[config.mk]
export PLATFORM = sky130hd
export DESIGN_NAME = outport_rr_arbiter
export DESIGN_NICKNAME = d
export VERILOG_FILES = /design/src/rtl/outport_rr_arbiter.sv
export SDC_FILE = /design/constraint.sdc
export NUM_CORES = 1
export LEC_CHECK = 0
export ABC_AREA = 1
export CORE_MARGIN = 5
export CORE_UTILIZATION = 48
export DETAILED_ROUTE_END_ITERATION = 12
export PLACE_DENSITY = 0.86
export SLEW_MARGIN = 20
export SYNTH_ARGS = -nofsm -noshare
export SYNTH_HDL_FRONTEND = slang
export SYNTH_SLANG_ARGS = --single-unit
[constraint.sdc]
create_clock -name clk -period 3.9 [get_ports clk]
set_input_delay 0.39 -clock clk [delete_from_list [all_inputs] [get_ports clk]]
set_output_delay 0.39 -clock clk [all_outputs]
set_load 0.02 [all_outputs]
[src/rtl/outport_rr_arbiter.sv]
// Output-port arbiter: picks one of four requesters (round-robin with an aging override),
// latches its 32-bit packet and serialises it as four bytes. Optional macro: OUTPORT_PKTCNT_EN.
module outport_rr_arbiter #(
    parameter int         PORTID    = 0,
    parameter logic [3:0] AGE_LIMIT = 4'd6
) (
    input  logic             clk,
    input  logic             rst_b,
    input  logic [3:0]       req,
    input  logic [3:0][31:0] req_data,
    output logic [3:0]       grant,
    input  logic             free_outbound,
    output logic             put_outbound,
    output logic [7:0]       payload_outbound,
    output logic             busy,
    output logic [15:0]      pkt_count
);

    localparam logic [2:0] ST_IDLE  = 3'd0;
    localparam logic [2:0] ST_HOLD  = 3'd1;
    localparam logic [2:0] ST_SEND1 = 3'd2;
    localparam logic [2:0] ST_SEND2 = 3'd3;
    localparam logic [2:0] ST_SEND3 = 3'd4;

    // PORTID carries no logic; this block only records that it must be non-negative.
    if (PORTID < 0) begin : g_portid_invalid
    end

    logic [2:0]  state_reg;
    logic [2:0]  state_next;
    logic [31:0] data_reg;
    logic [1:0]  last_reg;
    logic        armed_reg;
    logic [3:0]  aged;
    logic        grant_ok;
    logic [1:0]  rr_idx;
    logic        rr_found;
    logic [1:0]  age_idx;
    logic [1:0]  cand;
    logic [1:0]  winner;

    genvar gi;
    generate
        for (gi = 0; gi < 4; gi++) begin : g_wait
            logic [3:0] wait_reg;
            always_ff @(posedge clk or negedge rst_b) begin
                if (!rst_b) begin
                    wait_reg <= 4'd0;
                end else if (!req[gi] || grant[gi]) begin
                    wait_reg <= 4'd0;
                end else if (wait_reg != 4'hF) begin
                    wait_reg <= wait_reg + 4'd1;
                end
            end
            assign aged[gi] = req[gi] && (wait_reg >= AGE_LIMIT);
        end
    endgenerate

    // armed_reg holds grants off until the first clock edge after reset is released.
    assign grant_ok = armed_reg && (|req) &&
                      ((state_reg == ST_IDLE) || (state_reg == ST_SEND3));

    always_comb begin
        rr_idx   = 2'd0;
        rr_found = 1'b0;
        cand     = 2'd0;
        for (int k = 1; k <= 4; k++) begin
            cand = last_reg + 2'(k);
            if (!rr_found && req[cand]) begin
                rr_idx   = cand;
                rr_found = 1'b1;
            end
        end
        age_idx = 2'd0;
        for (int k = 3; k >= 0; k--) begin
            if (aged[k]) begin
                age_idx = 2'(k);
            end
        end
        winner = (|aged) ? age_idx : rr_idx;
    end

    assign grant = grant_ok ? (4'b0001 << winner) : 4'b0000;

    always_comb begin
        state_next = state_reg;
        case (state_reg)
            ST_IDLE:  if (grant_ok) state_next = ST_HOLD;
            ST_HOLD:  if (free_outbound) state_next = ST_SEND1;
            ST_SEND1: state_next = ST_SEND2;
            ST_SEND2: state_next = ST_SEND3;
            ST_SEND3: state_next = grant_ok ? ST_HOLD : ST_IDLE;
            default:  state_next = ST_IDLE;
        endcase
    end

    always_ff @(posedge clk or negedge rst_b) begin
        if (!rst_b) begin
            state_reg <= ST_IDLE;
            data_reg  <= 32'd0;
            last_reg  <= 2'd3;
            armed_reg <= 1'b0;
        end else begin
            armed_reg <= 1'b1;
            state_reg <= state_next;
            if (grant_ok) begin
                data_reg <= req_data[winner];
                last_reg <= winner;
            end
        end
    end

    always_comb begin
        payload_outbound = 8'h00;
        case (state_reg)
            ST_HOLD:  if (free_outbound) payload_outbound = data_reg[31:24];
            ST_SEND1: payload_outbound = data_reg[23:16];
            ST_SEND2: payload_outbound = data_reg[15:8];
            ST_SEND3: payload_outbound = data_reg[7:0];
            default:  payload_outbound = 8'h00;
        endcase
    end

    assign put_outbound = (state_reg == ST_HOLD) && free_outbound;
    assign busy         = (state_reg != ST_IDLE);

`ifdef OUTPORT_PKTCNT_EN
    logic [15:0] pkt_count_reg;
    always_ff @(posedge clk or negedge rst_b) begin
        if (!rst_b) begin
            pkt_count_reg <= 16'd0;
        end else if (state_reg == ST_SEND3) begin
            pkt_count_reg <= pkt_count_reg + 16'd1;
        end
    end
    assign pkt_count = pkt_count_reg;
`else
    assign pkt_count = 16'd0;
`endif

endmodule

==> impl_metrics.tcl, run 1 <==
set metrics [dict create \
    met1_length_um 5030 \
    post_cts_resized 0 \
    cpMostUsedCell "nand2_1" \
    routed_via_density 5.37 \
    ant_nets 0 \
    die_area_um2 10700 \
    cts_setup_buffers 0 \
    row_count 34 \
    die_x_um 104 \
    postLayoutCoreUtil_pct 66.6 \
    pwr-share-seq_pct 20.1 \
    final.period_utilization_pct 81.6 \
    worstSetupPathType "register to primary output" \
    drive_gt1_share_pct 7.91 \
    intPower_mw 2.23 \
    drc_errors 0 \
    io_buffers 148 \
    fillerInstances 757 \
    holdWs_ps 413 \
    syn_avg_cell_area_um2 6.71 \
    cts_root_buffer "clkbuf_8" \
    overflow 0 \
    dp.cells 858 \
    top_layer_used "met4" \
    ys_async_sr_fraction_pct 100 \
    layout.cells.non_filler 867 \
    ir_worst_vdd_mv 0.664 \
    grt_use_total_pct 22.8 \
    worstHoldPathType "primary input to async pin" \
    p_sw_share_pct 53.4 \
    area_growth_pct 36.7 \
    clock_latency_ps 310 \
    synth_ff_type "dfrtp_1" \
    layout_setup_ws_ps 720 \
    drtIter0Drc 311 \
    multiInputGateArea_um2 2430 \
    synth_edf_count 0 \
    pre_cts_ws_ps 841 \
    htreeDepth 2 \
    core-area_um2 8640 \
    crit_fanout 12 \
    detailroute.wirelength.met3_um 809 \
    path_cells "inv_2 > nand2_1 > nand2_1 > nand2_4 > nand2_4 > nor2_4 > nand3_1 > nand3_1 > nand2_1 > nand2_1 > nand2_2 > inv_4 > nand3_1 > inv_1 > clkdlybuf4s50_1" \
    synth_cells 627 \
    start_util_pct 48.7 \
    postCtsHoldBufs 1 \
    largest_reg_flops 32 \
    max_slew_margin_pct 55.7 \
    ys_seq_elements 54 \
    finalClockSkew_ps 6.39 \
    p_comb_share_pct 70.4 \
    ff_latch_area_um2 1350 \
    max_freq_mhz 314 \
    layout_commonest_cell "nand2_1" \
    ios 165 \
    setup_violations 0 \
    clock_sinks 54 \
    cp_slowest_cell "dfstp_2" \
    netlist_area_um2 4210 \
    drv_cap 0 \
    setup-tns-final_ps 0 \
    power_leakage_nw 2.71 \
    first_pass_iters 6 \
    outcome "completed" \
    first_global_vias 4541 \
    layout_common_cells "191 x nand2_1, 181 x nand3_1, 147 x clkdlybuf4s50_1" \
    power.total_mw 4.78 \
    clk_pin_slew_ps 90 \
    cts_buffer_depth 2 \
    grt_max_degree 65 \
    netSwitchingPower_mw 2.55 \
    finalInstanceArea_um2 5750 \
    cts_buffers 5 \
    dp_hpwl_um 9800 \
    place_congestion 0.860 \
    synth.yosys.warnings 0 \
    cp.arrival_ps 2790 \
    antenna_found_initial 0 \
    grt_first_pass_wirelength_um 20900 \
    finalWirelength_um 12600 \
    seq_area_frac_synth_pct 32.2 \
    period_minus_slack_ps 3180 \
    place_area_um2 5600 \
    cts_tree "yes" \
    finalHoldViolations 0 \
    wl_met2_um 6430 \
    cp_slowest_stage_delay_ps 680 \
    synth.distinct_cells 33 \
    rsz0062_at_grt "no" \
    pwr_density_cell_nw_per_um2 831 \
    vias 4659 \
    clkPwrFrac_pct 9.5 \
    final_nets 901 \
    startpoint_type "register" \
    antenna_cells 0 \
    cp-end-kind "primary output" \
    wl_per_cell_um 14.5 \
    crit_required_ps 3510 \
    drv_slew 0 \
    worst_pin_slew_ps 662 \
    die_y_um 104 \
]
worst max-delay path: cells and delay by family, from the launching register on:
| family | cells | cell delay, ps |
|---|---|---|
| buffers and inverters | 4 | 860 |
| flip-flops | 1 | 680 |
| AND/OR/NAND/NOR | 11 | 930 |
kinds of logic (layout without fill, tap and decap cells):
kind of cell / count (synthesis) / after routing / synth area share (%)
other: 2 / 17 / 0.179
flip-flops: 54 / 54 / 32.2
XOR/XNOR: 4 / 4 / 0.833
buffers and inverters: 84 / 201 / 11.9
AND/OR/NAND/NOR: 444 / 444 / 48.2
adder cells (fa/ha/maj): 8 / 8 / 2.38
AO/OA/AOI/OAI: 31 / 31 / 4.31
area by class of cell:
class,count,share of cell area [%]
clock buffer,6,1.44
clock inverter,2,1.04
inverter,34,2.26
multi-input combinational,504,42.2
sequential,54,23.5
tap,108,2.35
timing repair buffer,159,27.2
synth_stat cells (6+ instances only):
cell	instances	area, um2
nand3_1	181	906
o21ai_0	15	75.1
buf_6	6	67.6
buf_2	13	65.1
clkbuf_1	9	33.8
ha_1	8	100
nand4_1	10	62.6
nor2_1	26	97.6
dfrtp_1	52	1300
buf_4	19	143
nand2_2	27	169
inv_1	30	113
nand2_1	191	717
power groups by stage:
stage                     Sequential (mW)  Combinational (mW)  Clock (mW)
after floorplan                     0.914                2.84           0
after global placement              0.956                3.29           0
after detailed placement            0.967                3.36           0
after CTS                           0.960                3.38       0.457
after global routing                0.991                3.77       0.481
final                               0.962                3.37       0.452
path summary, 6_finish.rpt:
path / startpoint / end / slack [ps] / cells after the start
setup / recovery: last_reg[0]$_DFFE_PN1P_ / grant[3] / 720 / 15
hold / removal: rst_b / g_wait[1].wait_reg[0]$_DFFE_PN0P_ / 410 / 2
setup reg to reg: last_reg[0]$_DFFE_PN1P_ / data_reg[15]$_DFFE_PN0P_ / 1240 / 13
hold reg to reg: data_reg[20]$_DFFE_PN0P_ / data_reg[20]$_DFFE_PN0P_ / 490 / 2
max in group asynchronous: rst_b / g_wait[2].wait_reg[2]$_DFFE_PN0P_ / 2670 / 3
min in group clk: data_reg[20]$_DFFE_PN0P_ / data_reg[20]$_DFFE_PN0P_ / 490 / 2
metal layers:
layer,vias up,track usage (%)
met4,0,7.78
met2,176,40.3
met5,-,0
met3,28,4.54
li1,2296,-
met1,2159,27.4
Note: power is estimated with default switching activity, not from simulation.
==> inputs of run 2 (changes only) <==
Settings changed: CORE_UTILIZATION 48 to 40, PLACE_DENSITY 0.86 to 0.76.
Clock period 3.9 ns to 2.55 ns, I/O delays scaled along.
==> impl_metrics.tcl, run 2 (synthesized netlist as in run 1, its figures left out) <==
set metrics [dict create \
    fillerInstances 990 \
    die_area_um2 12700 \
    dp.cells 912 \
    cts_buffers 5 \
    first_pass_iters 5 \
    dp_hpwl_um 10300 \
    largest_reg_flops 32 \
    drc_errors 0 \
    ff2ff_path_depth 16 \
    holdWs_ps 48.4 \
    postCtsHoldBufs 0 \
    drive_gt1_share_pct 12.5 \
    layout_common_cells "188 x nand2_1, 179 x nand3_1, 143 x clkdlybuf4s50_1" \
    final_nets 928 \
    grt_first_pass_wirelength_um 21500 \
    cts_tree "yes" \
    crit_fanout 10 \
    grt_max_degree 65 \
    layout_commonest_cell "nand2_1" \
    clock_latency_ps 300 \
    cp_slowest_stage_delay_ps 590 \
    cp.arrival_ps 2220 \
    area_growth_pct 42.7 \
    clock_sinks 54 \
    cpMostUsedCell "nand2_1" \
    antenna_found_initial 0 \
    layout_setup_ws_ps 72.4 \
    drv_cap 0 \
    worstSetupPathType "register to primary output" \
    drv_slew 0 \
    die_y_um 113 \
    power.total_mw 7.50 \
    layout.cells.non_filler 922 \
    setup_violations 0 \
    finalWirelength_um 13300 \
    row_count 37 \
    pwr_density_cell_nw_per_um2 1250 \
    grt_use_total_pct 20.5 \
    max_slew_margin_pct 43.8 \
    crit_cells 14 \
    routed_via_density 5.16 \
    ant_nets 0 \
    crit_family "simple AND/OR/NAND/NOR gates" \
    power_leakage_nw 2.85 \
    finalHoldViolations 0 \
    path_cells "buf_12 > buf_4 > nand2_1 > nand3_1 > nand2_1 > o21bai_2 > nand2_1 > nand2_1 > nand3_2 > nand2_4 > inv_1 > nand2_1 > nor2_2 > buf_4" \
    htreeDepth 2 \
    startpoint "last_reg[0]$_DFFE_PN1P_" \
    cp_num_buf_inv 4 \
    period_minus_slack_ps 2480 \
    core-area_um2 10300 \
    wl_per_cell_um 14.4 \
    crit_required_ps 2300 \
    cts_buffer_depth 2 \
    clk_pin_slew_ps 90 \
    postLayoutCoreUtil_pct 58.4 \
    max_freq_mhz 404 \
    ios 165 \
    pre_cts_ws_ps -220 \
    worstHoldPathType "primary input to async pin" \
    die_x_um 113 \
    antenna_cells 0 \
    place_congestion 0.902 \
    cts_root_buffer "clkbuf_8" \
    io_buffers 148 \
    finalClockSkew_ps 5.30 \
    rsz0062_at_grt "yes" \
    final.period_utilization_pct 97.2 \
    drtIter0Drc 296 \
    overflow 0 \
    cp-end-kind "primary output" \
    vias 4753 \
    outcome "completed" \
    startpoint_type "register" \
    cp_slowest_cell "dfstp_2" \
    worst_pin_slew_ps 843 \
    first_global_vias 4687 \
    ir_worst_vdd_mv 1.12 \
    start_util_pct 40.9 \
    r2r_start "last_reg[0]$_DFFE_PN1P_" \
]
## run 2: timing repair
item                       4_1_cts  5_1_grt
pin swaps                        0        4
setup endpoints to repair        4       40
setup buffers                    0        2
gates resized for setup         13       20
## run 2: worst register-to-register path: cells and delay by family, from the launching register on
family | cells | cell delay (ps)
flops | 1 | 590
buf+inv | 3 | 440
simple gates | 13 | 1230
## run 2: final cells by class
cell class / count / area (um2) / area share, %
multi-input combinational: 504 / 2460 / 41.0
sequential: 54 / 1350 / 22.6
clock buffer: 7 / 76.3 / 1.27
clock inverter: 1 / 30.0 / 0.501
inverter: 34 / 133 / 2.21
tap: 136 / 170 / 2.84
timing repair buffer: 186 / 1780 / 29.6
## run 2: final timing paths
kind	to	slack [ps]
max in group asynchronous	data_reg[15]$_DFFE_PN0P_	1840
worst max register to register	data_reg[17]$_DFFE_PN0P_	220
min in group clk	data_reg[11]$_DFFE_PN0P_	490
worst min-delay path	g_wait[1].wait_reg[3]$_DFFE_PN0P_	50
worst max-delay path	grant[1]	70
worst min register to register	data_reg[11]$_DFFE_PN0P_	490
## run 2: through the flow
step	area, um2	TNS (ps)
final	6000	0
after global routing	6000	-30.9
after CTS	5950	0
after detailed placement	5840	-1480
after global placement	5840	-421
after floorplan	4260	0
## run 2: report_power, final
| group | switching [mW] | internal (mW) | leakage (nW) |
|---|---|---|---|
| clock network | 0.267 | 0.294 | 0.0524 |
| logic | 3.53 | 1.98 | 2.12 |
| registers | 0.218 | 1.21 | 0.682 |
| total | 4.02 | 3.48 | 2.85 |
## run 2: metal layers
metal | GRT usage [%] | vias up | wire (um)
met2 | 35.3 | 162 | 6670
li1 | - | 2349 | -
met3 | 3.50 | 32 | 752
met5 | 0 | - | 0
met4 | 7.29 | 0 | 343
met1 | 25.7 | 2210 | 5530
